### src/rtl/can_pkg.sv
// Shared CAN 2.0A definitions: FSM states, field lengths, error codes and the CRC-15 step.
package can_pkg;

  localparam int unsigned ID_LEN   = 11;
  localparam int unsigned DLC_LEN  = 4;
  localparam int unsigned CTRL_LEN = 2 + DLC_LEN;  // IDE, r0, DLC
  localparam int unsigned CRC_LEN  = 15;
  localparam int unsigned EOF_LEN  = 7;
  localparam int unsigned DATA_W   = 64;
  localparam int unsigned CNT_W    = 7;
  localparam int unsigned IFS_PRESET = 7;          // idle count already earned by EOF

  localparam logic [CRC_LEN-1:0] CRC_POLY = 15'h4599;

  localparam logic [2:0] ERR_NONE  = 3'd0;
  localparam logic [2:0] ERR_STUFF = 3'd1;
  localparam logic [2:0] ERR_FORM  = 3'd2;
  localparam logic [2:0] ERR_CRC   = 3'd3;
  localparam logic [2:0] ERR_IDE   = 3'd4;

  typedef enum logic [3:0] {
    ST_WAIT_IDLE = 4'd0,
    ST_IDLE      = 4'd1,
    ST_ARB       = 4'd2,
    ST_CTRL      = 4'd3,
    ST_DATA      = 4'd4,
    ST_CRC       = 4'd5,
    ST_CRC_DEL   = 4'd6,
    ST_ACK_SLOT  = 4'd7,
    ST_ACK_DEL   = 4'd8,
    ST_EOF       = 4'd9
  } state_e;

  // One serial CRC-15 step, MSB-first.
  function automatic logic [CRC_LEN-1:0] crc15_step(input logic [CRC_LEN-1:0] crc,
                                                    input logic              b);
    logic                fb;
    logic [CRC_LEN-1:0]  nxt;
    fb  = b ^ crc[CRC_LEN-1];
    nxt = {crc[CRC_LEN-2:0], 1'b0};
    if (fb) nxt = nxt ^ CRC_POLY;
    return nxt;
  endfunction

endpackage

### src/rtl/can_crc15.sv
// Serial CRC-15 (CAN polynomial), one bit per enabled cycle; clear has priority.
module can_crc15
  import can_pkg::*;
(
  input  logic               clk,
  input  logic               clear,
  input  logic               enable,
  input  logic               bit_in,
  output logic [CRC_LEN-1:0] crc
);

  logic [CRC_LEN-1:0] crc_q, crc_d;

  // Next CRC value.
  always_comb begin
    crc_d = crc_q;
    if (clear)       crc_d = '0;
    else if (enable) crc_d = crc15_step(crc_q, bit_in);
  end

  // CRC register.
  always_ff @(posedge clk) begin
    crc_q <= crc_d;
  end

  assign crc = crc_q;

endmodule

### src/rtl/can_frame_receiver.sv
// CAN 2.0A standard-frame receiver: destuffing, field parsing, CRC check, ACK drive.
module can_frame_receiver
  import can_pkg::*;
#(
  parameter int unsigned IDLE_BITS = 11,
  parameter int unsigned MAX_BYTES = 8
) (
  input  logic                can_clk,
  input  logic                reset,
  input  logic                rx_bit,
  output logic                ack_out,
  output logic                rx_valid,
  output logic [ID_LEN-1:0]   rx_id,
  output logic                rx_rtr,
  output logic [DLC_LEN-1:0]  rx_dlc,
  output logic [DATA_W-1:0]   rx_data,
  output logic                rx_error,
  output logic [2:0]          err_code,
  output logic                busy
);

  localparam logic [DLC_LEN-1:0] MAX_DLC = DLC_LEN'(MAX_BYTES);

  state_e               state_q, state_d;
  logic [CNT_W-1:0]     bit_cnt_q, bit_cnt_d;
  logic [2:0]           run_cnt_q, run_cnt_d;
  logic                 run_val_q, run_val_d;
  logic [ID_LEN-1:0]    id_q, id_d;
  logic                 rtr_q, rtr_d;
  logic [DLC_LEN-1:0]   dlc_q, dlc_d;
  logic [DATA_W-1:0]    data_q, data_d;
  logic [CRC_LEN-1:0]   crc_rx_q, crc_rx_d;
  logic                 crc_ok_q, crc_ok_d;
  logic                 ack_q, ack_d;
  logic                 rx_valid_q, rx_valid_d;
  logic [ID_LEN-1:0]    rx_id_q, rx_id_d;
  logic                 rx_rtr_q, rx_rtr_d;
  logic [DLC_LEN-1:0]   rx_dlc_q, rx_dlc_d;
  logic [DATA_W-1:0]    rx_data_q, rx_data_d;
  logic                 rx_error_q, rx_error_d;
  logic [2:0]           err_code_q, err_code_d;
  logic                 busy_q, busy_d;

  logic                 sof_c, in_stuff_c, stuff_bit_c, stuff_err_c, field_bit_c;
  logic [2:0]           err_c;
  logic                 done_c, ack_c;
  logic [DLC_LEN-1:0]   nbytes_c;
  logic [CNT_W-1:0]     data_last_c;
  logic                 crc_clear_c, crc_en_c;
  logic [CRC_LEN-1:0]   crc_val;

  can_crc15 u_crc (
    .clk    (can_clk),
    .clear  (crc_clear_c),
    .enable (crc_en_c),
    .bit_in (rx_bit),
    .crc    (crc_val)
  );

  // Destuffing: classify the sampled bit and track the run of equal destuffed bits.
  always_comb begin
    sof_c       = (state_q == ST_IDLE) && !rx_bit;
    in_stuff_c  = state_q inside {ST_ARB, ST_CTRL, ST_DATA, ST_CRC};
    stuff_bit_c = in_stuff_c && (run_cnt_q == 3'd5);
    stuff_err_c = stuff_bit_c && (rx_bit == run_val_q);
    field_bit_c = in_stuff_c && !stuff_bit_c;
    run_cnt_d   = run_cnt_q;
    run_val_d   = run_val_q;
    if (sof_c || stuff_bit_c || (field_bit_c && rx_bit != run_val_q)) begin
      run_cnt_d = 3'd1;
      run_val_d = rx_bit;
    end else if (field_bit_c) begin
      run_cnt_d = run_cnt_q + 3'd1;
    end
    nbytes_c    = (dlc_q > MAX_DLC) ? MAX_DLC : dlc_q;
    data_last_c = CNT_W'({nbytes_c, 3'b000}) - CNT_W'(1);
    crc_clear_c = reset || (state_q == ST_WAIT_IDLE);
    crc_en_c    = sof_c || (field_bit_c && (state_q inside {ST_ARB, ST_CTRL, ST_DATA}));
  end

  // State register and all flops.
  always_ff @(posedge can_clk) begin
    if (reset) begin
      state_q    <= ST_WAIT_IDLE;
      bit_cnt_q  <= '0;
      run_cnt_q  <= '0;
      run_val_q  <= 1'b0;
      id_q       <= '0;
      rtr_q      <= 1'b0;
      dlc_q      <= '0;
      data_q     <= '0;
      crc_rx_q   <= '0;
      crc_ok_q   <= 1'b0;
      ack_q      <= 1'b0;
      rx_valid_q <= 1'b0;
      rx_id_q    <= '0;
      rx_rtr_q   <= 1'b0;
      rx_dlc_q   <= '0;
      rx_data_q  <= '0;
      rx_error_q <= 1'b0;
      err_code_q <= ERR_NONE;
      busy_q     <= 1'b0;
    end else begin
      state_q    <= state_d;
      bit_cnt_q  <= bit_cnt_d;
      run_cnt_q  <= run_cnt_d;
      run_val_q  <= run_val_d;
      id_q       <= id_d;
      rtr_q      <= rtr_d;
      dlc_q      <= dlc_d;
      data_q     <= data_d;
      crc_rx_q   <= crc_rx_d;
      crc_ok_q   <= crc_ok_d;
      ack_q      <= ack_d;
      rx_valid_q <= rx_valid_d;
      rx_id_q    <= rx_id_d;
      rx_rtr_q   <= rx_rtr_d;
      rx_dlc_q   <= rx_dlc_d;
      rx_data_q  <= rx_data_d;
      rx_error_q <= rx_error_d;
      err_code_q <= err_code_d;
      busy_q     <= busy_d;
    end
  end

  // Next state, field bit counter and error detection.
  always_comb begin
    state_d   = state_q;
    bit_cnt_d = bit_cnt_q;
    err_c     = ERR_NONE;
    done_c    = 1'b0;
    ack_c     = 1'b0;
    if (stuff_err_c) begin
      err_c = ERR_STUFF;
    end else begin
      unique case (state_q)
        ST_WAIT_IDLE: begin
          if (!rx_bit) begin
            bit_cnt_d = '0;
          end else if (bit_cnt_q >= CNT_W'(IDLE_BITS - 1)) begin
            state_d   = ST_IDLE;
            bit_cnt_d = '0;
          end else begin
            bit_cnt_d = bit_cnt_q + CNT_W'(1);
          end
        end
        ST_IDLE: begin
          if (sof_c) begin
            state_d   = ST_ARB;
            bit_cnt_d = '0;
          end
        end
        ST_ARB: begin
          if (field_bit_c) begin
            if (bit_cnt_q == CNT_W'(ID_LEN)) begin
              state_d   = ST_CTRL;
              bit_cnt_d = '0;
            end else begin
              bit_cnt_d = bit_cnt_q + CNT_W'(1);
            end
          end
        end
        ST_CTRL: begin
          if (field_bit_c) begin
            if (bit_cnt_q == '0 && rx_bit) begin
              err_c = ERR_IDE;
            end else if (bit_cnt_q == CNT_W'(CTRL_LEN - 1)) begin
              bit_cnt_d = '0;
              state_d   = (!rtr_q && {dlc_q[DLC_LEN-2:0], rx_bit} != '0) ? ST_DATA : ST_CRC;
            end else begin
              bit_cnt_d = bit_cnt_q + CNT_W'(1);
            end
          end
        end
        ST_DATA: begin
          if (field_bit_c) begin
            if (bit_cnt_q == data_last_c) begin
              state_d   = ST_CRC;
              bit_cnt_d = '0;
            end else begin
              bit_cnt_d = bit_cnt_q + CNT_W'(1);
            end
          end
        end
        ST_CRC: begin
          if (field_bit_c) begin
            if (bit_cnt_q == CNT_W'(CRC_LEN - 1)) begin
              state_d   = ST_CRC_DEL;
              bit_cnt_d = '0;
            end else begin
              bit_cnt_d = bit_cnt_q + CNT_W'(1);
            end
          end
        end
        ST_CRC_DEL: begin
          if (!crc_ok_q)    err_c = ERR_CRC;
          else if (!rx_bit) err_c = ERR_FORM;
          else begin
            ack_c   = 1'b1;
            state_d = ST_ACK_SLOT;
          end
        end
        ST_ACK_SLOT: state_d = ST_ACK_DEL;
        ST_ACK_DEL: begin
          if (!rx_bit) err_c = ERR_FORM;
          else begin
            state_d   = ST_EOF;
            bit_cnt_d = '0;
          end
        end
        ST_EOF: begin
          if (!rx_bit) begin
            err_c = ERR_FORM;
          end else if (bit_cnt_q == CNT_W'(EOF_LEN - 1)) begin
            done_c    = 1'b1;
            state_d   = ST_WAIT_IDLE;
            bit_cnt_d = CNT_W'(IFS_PRESET);
          end else begin
            bit_cnt_d = bit_cnt_q + CNT_W'(1);
          end
        end
        default: state_d = ST_WAIT_IDLE;
      endcase
    end
    if (err_c != ERR_NONE) begin
      state_d   = ST_WAIT_IDLE;
      bit_cnt_d = '0;
    end
  end

  // Field capture and registered outputs.
  always_comb begin
    id_d       = id_q;
    rtr_d      = rtr_q;
    dlc_d      = dlc_q;
    data_d     = data_q;
    crc_rx_d   = crc_rx_q;
    crc_ok_d   = crc_ok_q;
    ack_d      = ack_c;
    rx_valid_d = done_c;
    rx_error_d = (err_c != ERR_NONE);
    rx_id_d    = rx_id_q;
    rx_rtr_d   = rx_rtr_q;
    rx_dlc_d   = rx_dlc_q;
    rx_data_d  = rx_data_q;
    err_code_d = err_code_q;
    busy_d     = state_d inside {ST_ARB, ST_CTRL, ST_DATA, ST_CRC, ST_CRC_DEL,
                                 ST_ACK_SLOT, ST_ACK_DEL, ST_EOF};
    if (sof_c) begin
      id_d   = '0;
      rtr_d  = 1'b0;
      dlc_d  = '0;
      data_d = '0;
    end
    if (field_bit_c) begin
      unique case (state_q)
        ST_ARB: begin
          if (bit_cnt_q < CNT_W'(ID_LEN)) id_d = {id_q[ID_LEN-2:0], rx_bit};
          else                            rtr_d = rx_bit;
        end
        ST_CTRL: begin
          if (bit_cnt_q >= CNT_W'(2)) dlc_d = {dlc_q[DLC_LEN-2:0], rx_bit};
        end
        ST_DATA: data_d[~bit_cnt_q[5:0]] = rx_bit;
        ST_CRC: begin
          crc_rx_d = {crc_rx_q[CRC_LEN-2:0], rx_bit};
          if (bit_cnt_q == CNT_W'(CRC_LEN - 1)) begin
            crc_ok_d = ({crc_rx_q[CRC_LEN-2:0], rx_bit} == crc_val);
          end
        end
        default: ;
      endcase
    end
    if (err_c != ERR_NONE) begin
      err_code_d = err_c;
      ack_d      = 1'b0;
    end
    if (done_c) begin
      rx_id_d    = id_q;
      rx_rtr_d   = rtr_q;
      rx_dlc_d   = dlc_q;
      rx_data_d  = data_q;
      err_code_d = ERR_NONE;
    end
  end

  assign ack_out  = ack_q;
  assign rx_valid = rx_valid_q;
  assign rx_id    = rx_id_q;
  assign rx_rtr   = rx_rtr_q;
  assign rx_dlc   = rx_dlc_q;
  assign rx_data  = rx_data_q;
  assign rx_error = rx_error_q;
  assign err_code = err_code_q;
  assign busy     = busy_q;

endmodule

### config.mk
export PLATFORM = sky130hd
export DESIGN_NAME = can_frame_receiver
export DESIGN_NICKNAME = d
export VERILOG_FILES = /design/src/rtl/can_pkg.sv /design/src/rtl/can_crc15.sv /design/src/rtl/can_frame_receiver.sv
export SDC_FILE = /design/constraint.sdc
export NUM_CORES = 1
export LEC_CHECK = 0
export CAP_MARGIN = 20
export CORE_MARGIN = 4
export CORE_UTILIZATION = 60
export DETAILED_ROUTE_END_ITERATION = 6
export PLACE_DENSITY = 0.88
export SETUP_SLACK_MARGIN = 0.02
export SYNTH_ARGS = -nofsm -noshare
export SYNTH_HDL_FRONTEND = slang
export SYNTH_SLANG_ARGS = --single-unit
### constraint.sdc
create_clock -name can_clk -period 7.2 [get_ports can_clk]
set_input_delay 0.72 -clock can_clk [delete_from_list [all_inputs] [get_ports can_clk]]
set_output_delay 0.72 -clock can_clk [all_outputs]
set_load 0.05 [all_outputs]
==> run_results.csv, run 1 <==
group,metric,value,unit
critical_path,rr_worst_depth,7,
synthesis,syn-num-nets,955,
global_route,grt_max_degree,107,
timing,slew_violations,0,
synthesis,ys_async_sr_fraction,0,%
finish,post-route-util,73.3,%
synthesis,synth_top_area_cell,"dfxtp_1",
routing,routed_wirelength,22400,µm
floorplanning,num_io_pins,90,
floorplanning,die_area,16600,µm²
critical_path,path_class,"primary input to flip-flop",
synthesis,avgSynthCellArea,9.25,µm²
timing,grt_setup_unrepaired,"false",
clock_network,cts_resized,0,
clock_network,tritoncts,"yes",
clock_network,root_buffer,"clkbuf_16",
hold_path,hold_path.class,"flip-flop to flip-flop",
synthesis,yosys_warnings,0,
placement,dp_cells,1140,
floorplanning,start_util,62.0,%
synthesis,synth-edff-count,0,
finish,final_common_cell,"dfxtp_1",
clock_network,clk_latency,510,ps
timing,worst-slew-pin-transition,1180,ps
critical_path,crit_top_cell,"buf_4",
clock_network,clock_path_buffers,3,
critical_path,cp.required,7580,ps
routing,drt_pass1_iterations,6,
synthesis,synth_top_area_share,48.5,%
timing,max_freq,291,MHz
critical_path,crit_fanout,88,
synthesis,synth.yosys.seq_area_share,48.5,%
critical_path,endpoint_kind,"flip-flop",
routing,antenna_left,0,
timing,post-route-period-util,47.8,%
critical_path,max_stage_delay,680,ps
timing,timing.slew.headroom,20.9,%
critical_path,timing.rr.start,"bit_cnt_q[1]",
placement,io_buffers,89,
critical_path,cp_slowest_cell,"buf_4",
synthesis,yosys-top-cells-area,"dfxtp_1 (49%), a22o_1 (8.0%), a21oi_1 (6.5%)",
synthesis,dominantRegCellSynth,"dfxtp_1",
routing,wire_per_inst,19.0,µm
critical_path,critPathBufInv,3,
timing,worst_slack,3760,ps
routing,detail_route.iter0.violations,1009,
hold_path,hold_path_depth,2,
timing,finClkSkew,22.4,ps
floorplanning,die_height,129,µm
finish,areaGrowthSynthToFinish,18.1,%
critical_path,crit_family,"buffers and inverters",
timing,hold_violations,0,
critical_path,start_kind,"primary input",
hold_path,min_from,"id_q[3]",
hold_path,holdPathEnd,"id_q[4]",
pwr,irDropWorstVdd,0.000185,V
critical_path,critPathArrivalTime,3820,ps
critical_path,r2r_end,"rx_id[4]",
synthesis,syn_area,8750,µm²
floorplanning,core_area,14100,µm²
routing,drc_errors,0,
timing,layout_min_cycle_time,3440,ps
clock_network,cts.sinks,212,
synthesis,netlist_instances,945,
critical_path,critical_path.cell_chain,"buf_2, buf_4, or3_2, buf_4, nand2_1, mux2i_1, nor2_1",
timing,fin_tns_setup,0,ps
synthesis,ys_ff_latch,212,
floorplanning,row_count,43,
timing,setup_viol,0,
routing,viasPerCell,6.55,
finish,layout.nets,996,
critical_path,r2r_slack,3890,ps
clock_network,cts_setup_buffers,0,
clock_network,cts_inserted_buffers,22,
pwr,cellPowerDensity,226,nW/µm²
global_route,grt.total_usage,26.4,%
finish,num_antenna_cells,0,
pwr,power.leakage,3.43,nW
placement,gp_congestion,0.865,
finish,final_cell_mix,"dfxtp_1 (212), a21oi_1 (112), nand3_1 (106)",
global_route,grt_pass1_wl,36500,µm
routing,vias,7746,
global_route,antenna_found_initial,0,
placement,pre_cts_ws,3320,ps
clock_network,htreeDepth,1,
global_route,grt_pass1_vias,7143,
placement,hpwl,14100,µm
global_route,overflow,0,
synthesis,synthDistinctLibCells,61,
pwr,finalPower,2.33,mW
flow_run,drv_cap,0,
outcome,status,"completed",
finish,fin_cells,1182,
finish,drive_gt1_share,6.49,%
floorplanning,dieWidth,129,µm
clock_network,postCtsHoldBufs,0,
clock_network,clkSlewWorstSetupHoldPaths,60,ps
-- routing by layer --
metal | vias to the layer above | part of all wire (%) | track usage, %
met5 | - | 0 | 0
met4 | 0 | 3.4 | 9.08
met3 | 71 | 8.2 | 3.45
met2 | 412 | 48 | 43.1
met1 | 3634 | 40 | 36.2
li1 | 3629 | - | -
-- power breakdown --
group          switching [mW]  internal, mW  total [mW]
clock                   0.464         0.658        1.12
combinational          0.0304       0.00658      0.0369
sequential            0.00282          1.17        1.18
total                   0.497          1.84        2.33
-- final cells by class --
cell class	count	area (µm²)
sequential	212	4240
multi-input combinational	646	4170
fill	1034	3770
timing repair buffer	97	943
clock buffer	28	593
tap	180	225
clock inverter	12	125
inverter	7	26.3
-- state kept, by name (all words and copies together), names as in the netlist, 3 cells and up --
register and count:
id_q 11, u_crc.crc 15, data_q 64, err_code 3
dlc_q 4, run_cnt_q 3, rx_dlc 4, rx_data 64
crc_rx_q 14, state_q 4, bit_cnt_q 7, rx_id 11
-- cell usage after synthesis, types with 10 or more instances --
master    count
dfxtp_1     212
a21oi_1     113
nand3_1     106
a22o_1       80
o211ai_1     68
nand2_1      55
clkbuf_1     53
nor2_1       37
nor3_1       19
buf_2        17
xnor2_1      17
xor2_1       16
nor4_1       12
a211oi_1     11
nand2b_1     11
or3_1        10
-- per-stage QoR --
step / area [µm²] / hold WS (ps)
final: 10300 / 467
after global routing: 10300 / 477
after CTS: 10300 / 469
after detailed placement: 9590 / 454
after global placement: 9590 / 448
after floorplan: 8750 / 442
-- tightest hold or removal path, stage by stage (launching register included) --
cell	delay (ps)
dfxtp_1	320
nand2_1	50
a21oi_1	50
-- cell families after synthesis --
group,count (synthesis),share of synthesized area [%]
buffers and inverters,87,4.06
muxes,8,0.916
DFF,212,48.5
xor gates and xnor gates,34,3.49
adders and majority gates,7,1.00
AOI/OAI and AO/OA,303,24.1
and+or+nand+nor,294,17.9
-- worst max path at each step --
stage | slack, ps | depth (start not counted) | startpoint | endpoint
2_1_floorplan | 4800 | 8 | bit_cnt_q[1] | bit_cnt_q[5]
3_3_place_gp | 3390 | 7 | rx_bit | u_crc.crc[2]
3_5_place_dp | 3320 | 7 | rx_bit | u_crc.crc[5]
4_1_cts | 3860 | 7 | rx_bit | u_crc.crc[5]
5_1_grt | 3540 | 7 | rx_bit | u_crc.crc[13]
6_report | 3760 | 7 | rx_bit | u_crc.crc[13]
Note: power is estimated with default switching activity, not from simulation.
==> run 2: changes to the inputs <==
--- a/config.mk
+++ b/config.mk
@@ -7,9 +7,9 @@
 export LEC_CHECK = 0
 export CAP_MARGIN = 20
 export CORE_MARGIN = 4
-export CORE_UTILIZATION = 60
+export CORE_UTILIZATION = 57
 export DETAILED_ROUTE_END_ITERATION = 6
-export PLACE_DENSITY = 0.88
+export PLACE_DENSITY = 0.84
 export SETUP_SLACK_MARGIN = 0.02
 export SYNTH_ARGS = -nofsm -noshare
 export SYNTH_HDL_FRONTEND = slang
==> constraint.sdc (replaced) <==
create_clock -name can_clk -period 3.6 [get_ports can_clk]
set_input_delay 0.36 -clock can_clk [delete_from_list [all_inputs] [get_ports can_clk]]
set_output_delay 0.36 -clock can_clk [all_outputs]
set_load 0.05 [all_outputs]
==> run_results.csv, run 2 (same netlist as run 1, synthesis figures left out) <==
group,metric,value,unit
clock_network,tritoncts,"yes",
finish,drive_gt1_share,7.50,%
placement,io_buffers,89,
routing,routed_wirelength,22800,µm
timing,slew_violations,0,
timing,fin_tns_setup,0,ps
pwr,seqPwrFrac,50.0,%
placement,hpwl,14500,µm
floorplanning,row_count,45,
pwr,clockPowerShare,48.4,%
routing,vias,7639,
timing,timing.slew.headroom,37.3,%
pwr,power.leakage,3.50,nW
critical_path,rr_worst_depth,7,
pwr,swShare,21.0,%
finish,final_common_cell,"dfxtp_1",
routing,antenna_left,0,
clock_network,clkSlewWorstSetupHoldPaths,60,ps
timing,post-route-period-util,87.9,%
finish,num_antenna_cells,0,
clock_network,clock_path_buffers,3,
timing,grt_setup_unrepaired,"false",
critical_path,crit_fanout,17,
placement,dpl-instance-area,9710,µm²
clock_network,cts_resized,0,
hold_path,hold_path.class,"primary input to flip-flop",
outcome,status,"completed",
routing,viasPerCell,6.36,
pwr,power.switching,0.988,mW
timing,worst-slew-pin-transition,934,ps
routing,drt_pass1_iterations,5,
floorplanning,die_area,17400,µm²
pwr,finalPower,4.71,mW
timing,max_freq,316,MHz
timing,holdWs,226,ps
clock_network,clk_latency,510,ps
timing,finClkSkew,13.3,ps
global_route,grt_pass1_wl,37400,µm
finish,layout.nets,1007,
pwr,irDropWorstVdd,0.000370,V
floorplanning,dieWidth,132,µm
placement,gp_congestion,0.879,
pwr,cellPowerDensity,450,nW/µm²
routing,wire_per_inst,19.0,µm
timing,setup_viol,0,
global_route,grt_max_degree,88,
clock_network,cts_inserted_buffers,22,
global_route,overflow,0,
clock_network,cts.sinks,212,
timing,layout_min_cycle_time,3170,ps
critical_path,critPathArrivalTime,3580,ps
critical_path,path_class,"flip-flop to flip-flop",
pwr,p_int,3.72,mW
global_route,grt_pass1_vias,7148,
routing,detail_route.iter0.violations,740,
floorplanning,start_util,58.0,%
finish,stdcell_area,10500,µm²
hold_path,hold_path_depth,3,
clock_network,htreeDepth,1,
critical_path,start_kind,"flip-flop",
critical_path,cp.required,4020,ps
floorplanning,num_io_pins,90,
clock_network,postCtsHoldBufs,0,
pwr,pwr-share-comb,1.7,%
flow_run,drv_cap,0,
routing,drc_errors,0,
finish,final_cell_mix,"dfxtp_1 (212), a21oi_1 (112), nand3_1 (106)",
critical_path,endpoint_kind,"flip-flop",
floorplanning,core_area,15100,µm²
global_route,antenna_found_initial,0,
clock_network,cts_setup_buffers,0,
finish,areaGrowthSynthToFinish,19.5,%
floorplanning,die_height,132,µm
clock_network,root_buffer,"clkbuf_16",
timing,hold_violations,0,
global_route,grt.total_usage,25.2,%
## run 2: worst max-delay path, stage by stage, from the launching register on
cell	delay, ps
dfxtp_1	700
inv_1	240
ha_1	250
nor4bb_1	150
and3b_1	210
or4b_1	750
or4_1	540
a211oi_1	240
## run 2: area by class of cell
class,instances,area [µm²]
multi-input combinational,646,4170
inverter,7,26.3
fill,1174,4640
timing repair buffer,108,1040
clock inverter,10,118
clock buffer,30,621
sequential,212,4240
tap,188,235
## run 2: layer usage
metal  global-route usage [%]  share of wire [%]
met4                     9.74                3.6
met5                        0                  0
met3                     4.54                6.9
met1                     33.3                 42
met2                     41.2                 48
## run 2: path summary, 6_finish.rpt
path             endpoint          from  slack [ps]
max          bit_cnt_q[6]  bit_cnt_q[1]         430
min               id_q[0]        rx_bit         230
max reg2reg  bit_cnt_q[6]  bit_cnt_q[1]         430
min reg2reg       id_q[7]       id_q[6]         470
## run 2: metrics by stage
step                      util, %  setup WS, ps  std cells
final                        69.3           434       1201
after global routing         69.3           212       1201
after floorplan                 -          1200        945
after CTS                    69.3           462       1201
after detailed placement     64.4           506       1161
after global placement       64.4           597       1161
## run 2: power by group through the flow
stage | Sequential [mW] | Combinational (mW) | Clock [mW]
3_3_place_gp | 2.40 | 0.0754 | 0
4_1_cts | 2.35 | 0.0756 | 2.30
2_1_floorplan | 2.40 | 0.0613 | 0
6_report | 2.35 | 0.0779 | 2.28
5_1_grt | 2.35 | 0.0848 | 2.40
3_5_place_dp | 2.40 | 0.0755 | 0
